==> config.mk <==
export PLATFORM = sky130hd
export DESIGN_NAME = wb_initiator
export DESIGN_NICKNAME = d
export VERILOG_FILES = /design/src/rtl/wb_initiator.sv
export SDC_FILE = /design/constraint.sdc
export NUM_CORES = 1
export LEC_CHECK = 0
export ABC_CLOCK_PERIOD_IN_PS = 2800
export BUFFER_PORTS_ARGS = -buffer_cell sky130_fd_sc_hd__buf_2
export CORE_AREA = 4 4 134 136
export CTS_CLUSTER_DIAMETER = 150
export DETAILED_ROUTE_END_ITERATION = 16
export DIE_AREA = 0 0 138 140
export SKIP_CTS_REPAIR_TIMING = 1
export SYNTH_ARGS = -nofsm -noshare
export SYNTH_HDL_FRONTEND = slang
export SYNTH_SLANG_ARGS = --single-unit
==> constraint.sdc <==
create_clock -name wb_clk_i -period 2.8 [get_ports wb_clk_i]
set_input_delay 0.42 -clock wb_clk_i [delete_from_list [all_inputs] [get_ports wb_clk_i]]
set_output_delay 0.42 -clock wb_clk_i [all_outputs]
set_load 0.03 [all_outputs]
==> src/rtl/wb_initiator.sv <==
// wb_initiator: Wishbone classic-cycle initiator driven by a command/response handshake.
// Optional watchdog abort enabled by defining WB_INITIATOR_TIMEOUT_EN.
module wb_initiator #(
    parameter int TIMEOUT = 255
) (
    input  logic        wb_clk_i,
    input  logic        wb_rst_n_i,
    input  logic        cmd_valid_i,
    output logic        cmd_ready_o,
    input  logic        cmd_we_i,
    input  logic [31:0] cmd_adr_i,
    input  logic [31:0] cmd_dat_i,
    input  logic [3:0]  cmd_sel_i,
    output logic        rsp_valid_o,
    input  logic        rsp_ready_i,
    output logic [31:0] rsp_dat_o,
    output logic        rsp_err_o,
    output logic        wbm_cyc_o,
    output logic        wbm_stb_o,
    output logic        wbm_we_o,
    output logic [3:0]  wbm_sel_o,
    output logic [31:0] wbm_adr_o,
    output logic [31:0] wbm_dat_o,
    input  logic        wbm_ack_i,
    input  logic [31:0] wbm_dat_i
);
    localparam logic [1:0] S_IDLE = 2'd0;
    localparam logic [1:0] S_BUS  = 2'd1;
    localparam logic [1:0] S_RESP = 2'd2;

    logic [1:0]  r_state;
    logic        r_cmd_ready;
    logic        r_cyc;
    logic        r_we;
    logic [31:0] r_adr;
    logic [31:0] r_dat;
    logic [3:0]  r_sel;
    logic        r_rsp_valid;
    logic [31:0] r_rsp_dat;

`ifdef WB_INITIATOR_TIMEOUT_EN
    localparam int CW = $clog2(TIMEOUT + 1);
    localparam logic [CW-1:0] C_MAX  = CW'(TIMEOUT);
    localparam logic [CW-1:0] C_LAST = CW'(TIMEOUT - 1);
    logic          r_err;
    logic [CW-1:0] r_cnt;
    assign rsp_err_o = r_err;
`else
    assign rsp_err_o = 1'b0;
`endif

    assign cmd_ready_o = r_cmd_ready;
    assign rsp_valid_o = r_rsp_valid;
    assign rsp_dat_o   = r_rsp_dat;
    assign wbm_cyc_o   = r_cyc;
    assign wbm_stb_o   = r_cyc;
    assign wbm_we_o    = r_we;
    assign wbm_sel_o   = r_sel;
    assign wbm_adr_o   = r_adr;
    assign wbm_dat_o   = r_dat;

    // Transaction FSM: accept command, run one bus cycle, hold response until consumed.
    always_ff @(posedge wb_clk_i) begin
        if (!wb_rst_n_i) begin
            r_state     <= S_IDLE;
            r_cmd_ready <= 1'b0;
            r_cyc       <= 1'b0;
            r_we        <= 1'b0;
            r_adr       <= '0;
            r_dat       <= '0;
            r_sel       <= '0;
            r_rsp_valid <= 1'b0;
            r_rsp_dat   <= '0;
`ifdef WB_INITIATOR_TIMEOUT_EN
            r_err       <= 1'b0;
            r_cnt       <= '0;
`endif
        end else begin
            case (r_state)
                S_IDLE: begin
                    r_cmd_ready <= 1'b1;
                    if (cmd_valid_i && r_cmd_ready) begin
                        r_cmd_ready <= 1'b0;
                        r_cyc       <= 1'b1;
                        r_we        <= cmd_we_i;
                        r_adr       <= cmd_adr_i;
                        r_dat       <= cmd_dat_i;
                        r_sel       <= cmd_sel_i;
`ifdef WB_INITIATOR_TIMEOUT_EN
                        r_cnt       <= '0;
`endif
                        r_state     <= S_BUS;
                    end
                end
                S_BUS: begin
                    if (wbm_ack_i) begin
                        r_cyc       <= 1'b0;
                        r_rsp_valid <= 1'b1;
                        r_rsp_dat   <= r_we ? 32'd0 : wbm_dat_i;
`ifdef WB_INITIATOR_TIMEOUT_EN
                        r_err       <= 1'b0;
`endif
                        r_state     <= S_RESP;
                    end
`ifdef WB_INITIATOR_TIMEOUT_EN
                    else begin
                        if (r_cnt != C_MAX)
                            r_cnt <= r_cnt + 1'b1;
                        if (r_cnt == C_LAST) begin
                            r_cyc       <= 1'b0;
                            r_rsp_valid <= 1'b1;
                            r_rsp_dat   <= '0;
                            r_err       <= 1'b1;
                            r_state     <= S_RESP;
                        end
                    end
`endif
                end
                S_RESP: begin
                    if (rsp_ready_i) begin
                        r_rsp_valid <= 1'b0;
                        r_cmd_ready <= 1'b1;
                        r_state     <= S_IDLE;
                    end
                end
                default: r_state <= S_IDLE;
            endcase
        end
    end
endmodule

==> flow_metrics.env, run 1 <==
export IMPL_clk_latency_ns=0.34
export IMPL_critPathBufInv=1
export IMPL_fp_dieH_um=140
export IMPL_synth_distinct_cells=25
export IMPL_cts_sinks=106
export IMPL_grt_start_max_net_pins=70
export IMPL_syn_inst=476
export IMPL_syn_avg_cell_area_um2=8.630
export IMPL_total_power_w=0.003384
export IMPL_routed_wl_met3_um=906
export IMPL_setup_violations=0
export IMPL_start_util=0.2425
export IMPL_p_leak_nw=2.425
export IMPL_internal_power_w=0.002487
export IMPL_hold_viol=0
export IMPL_routed_top_layer="met4"
export IMPL_route_met2_wl_mm=4.899
export IMPL_dpl_hpwl_mm=7.978
export IMPL_hp_class="input port to flop"
export IMPL_fmax_mhz=577.7
export IMPL_die_x_um=138
export IMPL_mostFrequentLayoutCell="buf_2"
export IMPL_slew_viol_final=0
export IMPL_seq_area_mm2=0.002122
export IMPL_crit_chain="and4bb_4 -> buf_4 -> nand3_1 -> o21ai_0"
export IMPL_setup_tns_ns=0
export IMPL_critPathRequiredTime_ns=3.06
export IMPL_yosys_warnings=0
export IMPL_multi_input_area_mm2=0.001655
export IMPL_ys_ff_latch=106
export IMPL_path_clk_slew_ns=0.07
export IMPL_critical_path_top_delay_family="simple AND/OR/NAND/NOR gates"
export IMPL_clockBufferDepth=2
export IMPL_design_die_area_mm2=0.01932
export IMPL_rsz0062_at_grt="false"
export IMPL_numPortBuffers=210
export IMPL_slowest_delay_ns=0.63
export IMPL_n_antenna_cell=0
export IMPL_htreeDepth=3
export IMPL_syn_area_mm2=0.004108
export IMPL_wirelength_mm=11.29
export IMPL_drive_above_1_share=0.3691
export IMPL_drc_errors=0
export IMPL_seqPwrFrac=0.477
export IMPL_crit_slowest_cell="and4bb_4"
export IMPL_dr_pass1_iters=4
export IMPL_rows=48
export IMPL_rrSetupSlack_ns=1.07
export IMPL_worstSetupStartpointType="flop"
export IMPL_met1Wirelength_mm=5.180
export IMPL_wl_per_cell_um=12.74
export IMPL_ys_seq_area_frac=0.5166
export IMPL_post_place_ws_ns=0.9959
export IMPL_clockRootBuffer="clkbuf_16"
export IMPL_layout_area_overhead_vs_synth_pct=34.27
export IMPL_final_setup_skew_ns=0.01009
export IMPL_syn_nets=582
export IMPL_powerDensity_mw_per_mm2=613.6
export IMPL_status="finished, final reports clean"
export IMPL_endpoint_kind="flop"
export IMPL_ios=212
export IMPL_layout_common_cells="buf_2, dfxtp_1, nand3_1"
export IMPL_grt_first_pass_wirelength_mm=18.00
export IMPL_drv_cap=0
export IMPL_drtIter0Drc=147
export IMPL_ant_nets=0
export IMPL_crit_arrival_ns=1.99
export IMPL_switching_share=0.2651
export IMPL_p_sw_w=0.0008972
export IMPL_ir_worst_vdd_uv=325.9
export IMPL_drt_vias_per_instance=4.375
export IMPL_core_mm2=0.01694
export IMPL_p_clk_frac=0.377
export IMPL_grt_pass1_vias=3493
export IMPL_finalNetCount=762
export IMPL_cts_made_buffers=9
export IMPL_dr_total_vias=3876
export IMPL_worst_slack_ns=1.069
export IMPL_worst_pin_slew_ns=0.5624
export IMPL_globalplace_congestion=0.7505
export IMPL_combinationalPowerShare=0.147
export IMPL_fillers=1839
export IMPL_finalCriticalPeriod_ns=1.731
export IMPL_cts_tree="built"
export IMPL_grt_ovfl_total=0
export IMPL_crit_type="flop to flop"
export IMPL_grt_usage=0.1128
export IMPL_fin_crit_sh=0.6182
export IMPL_antenna_found_initial=0
export IMPL_relSlewSlack=0.6251
export IMPL_critPathMaxFanout=44
-- worst paths after layout --
kind | depth (start not counted) | end | start
worst max register to register | 4 | wbm_adr_o[19] | r_state[0]
worst min-delay path | 2 | rsp_valid_o | rsp_ready_i
worst min register to register | 2 | wbm_adr_o[28] | wbm_adr_o[28]
worst max-delay path | 4 | wbm_adr_o[19] | r_state[0]
-- synth_stat cells (all sizes together) --
library cell	count	area share
a21boi	1	0.0018
a21oi	3	0.0037
a311oi	1	0.0021
and4bb	1	0.0040
buf	29	0.059
clkbuf	21	0.019
conb	1	0.00091
dfxtp	106	0.52
inv	2	0.0018
nand2	69	0.063
nand2b	1	0.0015
nand3	101	0.12
nand3b	33	0.060
nor2b	1	0.0015
nor3	1	0.0012
nor3b	1	0.0030
o21a	1	0.0018
o21ai	102	0.13
or3	1	0.0015
-- power by group through the flow --
| stage | logic (W) | clock network, W | registers (W) |
|---|---|---|---|
| after floorplan | 0.000206 | 0 | 0.00179 |
| after global placement | 0.000502 | 0 | 0.00165 |
| after detailed placement | 0.000503 | 0 | 0.00165 |
| after CTS | 0.000504 | 0.00135 | 0.00161 |
| after global routing | 0.000542 | 0.00140 | 0.00162 |
| final | 0.000497 | 0.00127 | 0.00161 |
-- registers in the layout, indices dropped and copies added (netlist names) --
signal / count
wbm_cyc_o: 1
wbm_sel_o: 4
rsp_dat_o: 32
cmd_ready_o: 1
wbm_dat_o: 32
wbm_adr_o: 32
rsp_valid_o: 1
r_state: 2
wbm_we_o: 1
-- cell type report --
| class | instances | area share |
|---|---|---|
| inverters | 2 | 0.001361 |
| clock buffers | 14 | 0.04787 |
| clock inverters | 2 | 0.006352 |
| well taps | 225 | 0.05104 |
| multi-input cells | 318 | 0.3001 |
| repair buffers | 219 | 0.2085 |
| flip-flops and latches | 106 | 0.3848 |
-- stage by stage --
stage          area [µm²]  std cells    util  hold slack (ns)
4_1_cts              5515        886  0.3257           0.2705
3_5_place_dp         5216        870  0.3080           0.4399
5_1_grt              5515        886  0.3257           0.2819
3_3_place_gp         5216        870  0.3080           0.4341
6_report             5515        886  0.3257           0.2938
2_1_floorplan        4108        476       -           0.4975
-- worst register-to-register path, delay by kind of cell, from the launching register on --
| kind | cells | cell delay [ns] |
|---|---|---|
| compound gates | 1 | 0.10 |
| simple gates | 2 | 0.76 |
| flops | 1 | 0.34 |
| buf+inv | 1 | 0.44 |
-- layer usage --
layer,vias up,global-route usage
li1,1996,-
met5,-,0
met1,1722,0.1445
met3,20,0.03858
met4,0,0.05148
met2,138,0.1719
-- kinds of logic after synthesis --
kind of cell / share of synthesized area
buf+inv: 0.08042
other cells: 0.0009129
simple gates: 0.2592
compound gates: 0.1429
flops: 0.5166
Power figures use the tool's default switching activity.
==> run 2: changes to the inputs <==
- ABC_AREA: not set -> 1
- ABC_CLOCK_PERIOD_IN_PS: 2800 -> 1700
- CORE_AREA: 4 4 134 136 -> 4 4 142 144
- DIE_AREA: 0 0 138 140 -> 0 0 146 148
- clock period: 2.8 -> 1.7 ns (I/O delays scaled with it)
==> run 2 against run 1 <==
Against the previous run: register-to-register slack worse by 0.68 ns; sequential cell count stayed put; hold slack worse by 0.097 ns; largest power group unchanged.
==> flow_metrics.env, run 2 <==
export IMPL_die_x_um=146
export IMPL_finalNetCount=970
export IMPL_yosysTopAreaCell="dfxtp_1"
export IMPL_slowest_delay_ns=0.35
export IMPL_post_place_ws_ns=0.3864
export IMPL_clockBufferDepth=2
export IMPL_clockRootBuffer="clkbuf_16"
export IMPL_dr_pass1_iters=4
export IMPL_rsz0062_at_grt="false"
export IMPL_cts_sinks=106
export IMPL_combinationalPowerShare=0.224
export IMPL_status="finished, final reports clean"
export IMPL_p_sw_w=0.001843
export IMPL_final_util=0.3322
export IMPL_dpl_hpwl_mm=9.561
export IMPL_clk_latency_ns=0.35
export IMPL_synth_distinct_cells=20
export IMPL_grt_pass1_vias=4066
export IMPL_core_mm2=0.01871
export IMPL_fmax_mhz=649.6
export IMPL_async_flop_share=0
export IMPL_critPathRequiredTime_ns=1.44
export IMPL_p_leak_nw=3.288
export IMPL_syn_avg_cell_area_um2=6.880
export IMPL_ir_worst_vdd_uv=404.2
export IMPL_critPathBufInv=2
export IMPL_grt_start_max_net_pins=50
export IMPL_start_util=0.2486
export IMPL_n_antenna_cell=0
export IMPL_antenna_found_initial=0
export IMPL_syn_inst=676
export IMPL_fp_dieH_um=148
export IMPL_seqPwrFrac=0.456
export IMPL_grt_first_pass_wirelength_mm=21.25
export IMPL_synth_top_cells_by_count="nor2_1, nand2_1, dfxtp_1"
export IMPL_layout_area_overhead_vs_synth_pct=33.63
export IMPL_syn_area_mm2=0.004651
export IMPL_worstSetupStartpointType="flop"
export IMPL_fin_crit_sh=0.9056
export IMPL_crit_slowest_cell="buf_4"
export IMPL_synthMostInstantiatedCell="nor2_1"
export IMPL_drtIter0Drc=246
export IMPL_numPortBuffers=210
export IMPL_wirelength_mm=13.47
export IMPL_setup_tns_ns=0
export IMPL_cts_made_buffers=9
export IMPL_synthFlopType="dfxtp_1"
export IMPL_drc_errors=0
export IMPL_drt_vias_per_instance=4.018
export IMPL_ant_nets=0
export IMPL_stdcell_count=1100
export IMPL_slew_viol_final=0
export IMPL_final_area_mm2=0.006215
export IMPL_switching_share=0.3059
export IMPL_drv_cap=0
export IMPL_critical_path_top_delay_family="buffers and inverters"
export IMPL_p_clk_frac=0.319
export IMPL_endpoint_kind="output port"
export IMPL_ys_ff_latch=106
export IMPL_synth_top_area_frac=0.4563
export IMPL_globalplace_congestion=0.7482
export IMPL_design_die_area_mm2=0.02161
export IMPL_mostFrequentLayoutCell="buf_2"
export IMPL_finalCriticalPeriod_ns=1.539
export IMPL_wl_per_cell_um=12.24
export IMPL_grt_ovfl_total=0
export IMPL_yosys_warnings=0
export IMPL_syn_nets=782
export IMPL_crit_chain="buf_4 -> buf_2"
export IMPL_setup_violations=0
export IMPL_powerDensity_mw_per_mm2=969.8
export IMPL_layout_common_cells="buf_2, nor2_1, nand2_1"
export IMPL_place_inst=1087
export IMPL_hp_class="input port to flop"
export IMPL_crit_type="flop to output port"
export IMPL_critPathMaxFanout=34
export IMPL_drive_above_1_share=0.2771
export IMPL_synth_edf_count=0
export IMPL_internal_power_w=0.004184
export IMPL_grt_usage=0.1213
export IMPL_hold_viol=0
export IMPL_final_setup_skew_ns=0.006322
export IMPL_crit_arrival_ns=1.28
export IMPL_path_clk_slew_ns=0.06
export IMPL_dr_total_vias=4420
export IMPL_yosys_top_cells_area="dfxtp_1, nor2_1, nand3b_1, nand2_1, inv_1"
export IMPL_worst_slack_ns=0.1606
export IMPL_cts_tree="built"
export IMPL_ys_seq_area_frac=0.4563
export IMPL_ios=212
export IMPL_rows=50
export IMPL_htreeDepth=3
export IMPL_placed_area_mm2=0.005954
-- run 2: cell types whose count changed after synthesis, sizes merged, moves of 3 or more --
cell,previous run,this run
inv,2,101
o21ai,102,32
buf,29,32
nand3b,33,71
nand3,101,3
nor2,0,204
clkbuf,21,13
nand2,69,109
-- run 2: final timing paths --
check	start	end	slack [ns]	depth (start not counted)
min	rsp_ready_i	r_state[1]	0.20	3
min reg2reg	rsp_valid_o	rsp_valid_o	0.47	2
max reg2reg	cmd_ready_o	wbm_dat_o[2]	0.39	6
max	wbm_we_o	wbm_we_o	0.16	2
-- run 2: cell families after synthesis --
| group | share of synthesized area |
|---|---|
| compound gates | 0.03874 |
| flops | 0.4563 |
| other cells | 0.0008063 |
| simple gates | 0.3742 |
| buf+inv | 0.1299 |
-- run 2: stage by stage --
| stage | hold WS [ns] | total power, W |
|---|---|---|
| 2_1_floorplan | 0.4372 | 0.003725 |
| 3_3_place_gp | 0.4568 | 0.004168 |
| 3_5_place_dp | 0.4660 | 0.004178 |
| 4_1_cts | 0.1683 | 0.006158 |
| 5_1_grt | 0.1756 | 0.006376 |
| 6_report | 0.1969 | 0.006027 |
-- run 2: final cells by class --
| class | count | area [µm²] |
|---|---|---|
| sequential | 106 | 2122 |
| multi-input combinational | 424 | 1929 |
| fill | 2036 | 12490 |
| clock buffer | 13 | 260.3 |
| inverter | 101 | 379.1 |
| tap | 234 | 292.8 |
| timing repair buffer | 222 | 1231 |
-- run 2: worst reg2reg max path, stage by stage, from the launching register on --
cell	delay [ns]
dfxtp_1	0.34
nand2_1	0.13
inv_2	0.26
buf_12	0.25
nand3b_1	0.12
nand2_1	0.08
nor2_1	0.04
-- run 2: power by group through the flow --
stage / clock network [W] / logic (W) / registers [W]
4_1_cts: 0.00203 / 0.00137 / 0.00275
2_1_floorplan: 0 / 0.000569 / 0.00316
3_5_place_dp: 0 / 0.00137 / 0.00281
6_report: 0.00192 / 0.00135 / 0.00275
3_3_place_gp: 0 / 0.00137 / 0.00280
5_1_grt: 0.00210 / 0.00150 / 0.00277
-- run 2: per-layer routing --
layer  track usage  vias to the layer above  part of all wire
li1              -                     2380                 -
met1        0.1497                     1919              0.45
met2        0.2026                      111              0.48
met3       0.03771                       10             0.057
met4       0.03951                        0             0.013
met5             0                        -                 0
==> run 3: changes to the inputs <==
- CORE_AREA: 4 4 142 144 -> 4 4 105 107
- DIE_AREA: 0 0 146 148 -> 0 0 109 111
- PLACE_DENSITY: not set -> 0.79
==> run 3 against run 2 <==
Against the previous run: worst setup slack gained 0.25 ns; non-clock buffer count shrank 2; hold slack gained 0.00073 ns; count of clock-buffer cells in the layout fell by 3; utilization increased by 26 points; die area shrank 44%; critical path depth decreased by 1; sequential cell count unchanged; first-iteration DRC count decreased by 3.3%; final cell count is 8.9% lower; register-to-register slack better by 0.03 ns; clock power down 22%; largest power group unchanged; highest routed layer unchanged.
==> flow_metrics.env, run 3 (same netlist as run 2, synthesis figures left out) <==
export IMPL_grt_usage=0.1869
export IMPL_design_die_area_mm2=0.01210
export IMPL_start_util=0.4587
export IMPL_hp_class="input port to flop"
export IMPL_setup_violations=0
export IMPL_ant_nets=0
export IMPL_dr_pass1_iters=5
export IMPL_powerDensity_mw_per_mm2=929.2
export IMPL_crit_type="flop to output port"
export IMPL_layout_area_overhead_vs_synth_pct=29.24
export IMPL_cts_sinks=106
export IMPL_drt_vias_per_instance=4.396
export IMPL_grt_pass1_vias=3758
export IMPL_dpl_hpwl_mm=8.349
export IMPL_crit_chain="buf_2"
export IMPL_clk_latency_ns=0.35
export IMPL_slew_viol_final=0
export IMPL_setup_tns_ns=0
export IMPL_grt_ovfl_total=0
export IMPL_fmax_mhz=777.8
export IMPL_cts_tree="built"
export IMPL_htreeDepth=3
export IMPL_grt_start_max_net_pins=69
export IMPL_endpoint_kind="output port"
export IMPL_globalplace_congestion=0.8349
export IMPL_mostFrequentLayoutCell="buf_2"
export IMPL_worstSetupStartpointType="flop"
export IMPL_ios=212
export IMPL_critPathMaxFanout=5
export IMPL_drv_cap=0
export IMPL_crit_slowest_cell="dfxtp_1"
export IMPL_drive_above_1_share=0.2775
export IMPL_slowest_delay_ns=0.45
export IMPL_path_clk_slew_ns=0.10
export IMPL_wirelength_mm=11.76
export IMPL_finalNetCount=968
export IMPL_clockBufferDepth=2
export IMPL_fin_crit_sh=0.7563
export IMPL_worst_hold_slack_ns=0.1976
export IMPL_placed_area_mm2=0.005827
export IMPL_status="finished, final reports clean"
export IMPL_critical_path_top_delay_family="flip-flops"
export IMPL_critPathRequiredTime_ns=1.44
export IMPL_cts_made_buffers=9
export IMPL_grt_first_pass_wirelength_mm=18.46
export IMPL_clockRootBuffer="clkbuf_8"
export IMPL_numPortBuffers=210
export IMPL_dr_total_vias=4405
export IMPL_wl_per_cell_um=11.73
export IMPL_hold_viol=0
export IMPL_die_x_um=109
export IMPL_final_setup_skew_ns=0.01250
export IMPL_drtIter0Drc=238
export IMPL_finalCriticalPeriod_ns=1.286
export IMPL_fp_dieH_um=111
export IMPL_layout_common_cells="buf_2, nor2_1, nand2_1"
export IMPL_core_mm2=0.01014
export IMPL_p_leak_nw=3.236
export IMPL_ir_worst_vdd_uv=520.0
export IMPL_crit_arrival_ns=1.03
export IMPL_rows=37
export IMPL_critPathBufInv=1
export IMPL_final_area_mm2=0.006011
export IMPL_rsz0062_at_grt="false"
export IMPL_drc_errors=0
export IMPL_antenna_found_initial=1
run 3: final timing paths:
path | start | to | slack, ns | cells past startpoint
worst max-delay path | wbm_we_o | wbm_we_o | 0.41 | 1
worst min-delay path | cmd_dat_i[25] | wbm_dat_o[25] | 0.20 | 4
worst max register to register | cmd_ready_o | wbm_dat_o[18] | 0.42 | 6
worst min register to register | rsp_valid_o | rsp_valid_o | 0.48 | 2
run 3: metrics by stage:
step	instances	worst slack [ns]	total power [W]	util
2_1_floorplan	676	0.3680	0.003725	-
3_3_place_gp	987	0.4665	0.004134	0.5747
3_5_place_dp	987	0.4418	0.004155	0.5747
4_1_cts	1001	0.3803	0.005657	0.5926
5_1_grt	1002	0.3062	0.005893	0.5929
6_report	1002	0.4143	0.005585	0.5929
run 3: layout make-up:
cell class / count / area, µm²
Inverter: 101 / 379.1
Multi-Input combinational cell: 424 / 1929
Clock inverter: 4 / 53.80
Sequential cell: 106 / 2122
Antenna cell: 1 / 2.502
Tap cell: 136 / 170.2
Clock buffer: 10 / 127.6
Fill cell: 1015 / 4128
Timing Repair Buffer: 220 / 1226
run 3: per-layer routing:
| layer | wire [µm] | share of wire | track usage | up-vias |
|---|---|---|---|---|
| met3 | 731 | 0.062 | 0.04135 | 24 |
| li1 | - | - | - | 2372 |
| met2 | 5734 | 0.49 | 0.3030 | 134 |
| met1 | 4960 | 0.42 | 0.2380 | 1875 |
| met5 | 0 | 0 | 0 | - |
| met4 | 330 | 0.028 | 0.07576 | 0 |
run 3: report_power, final:
| part | internal (W) | leakage (nW) | switching, W |
|---|---|---|---|
| logic | 0.000470 | 2.28 | 0.000863 |
| clock network | 0.000673 | 0.0849 | 0.000829 |
| registers | 0.00266 | 0.867 | 0.0000892 |
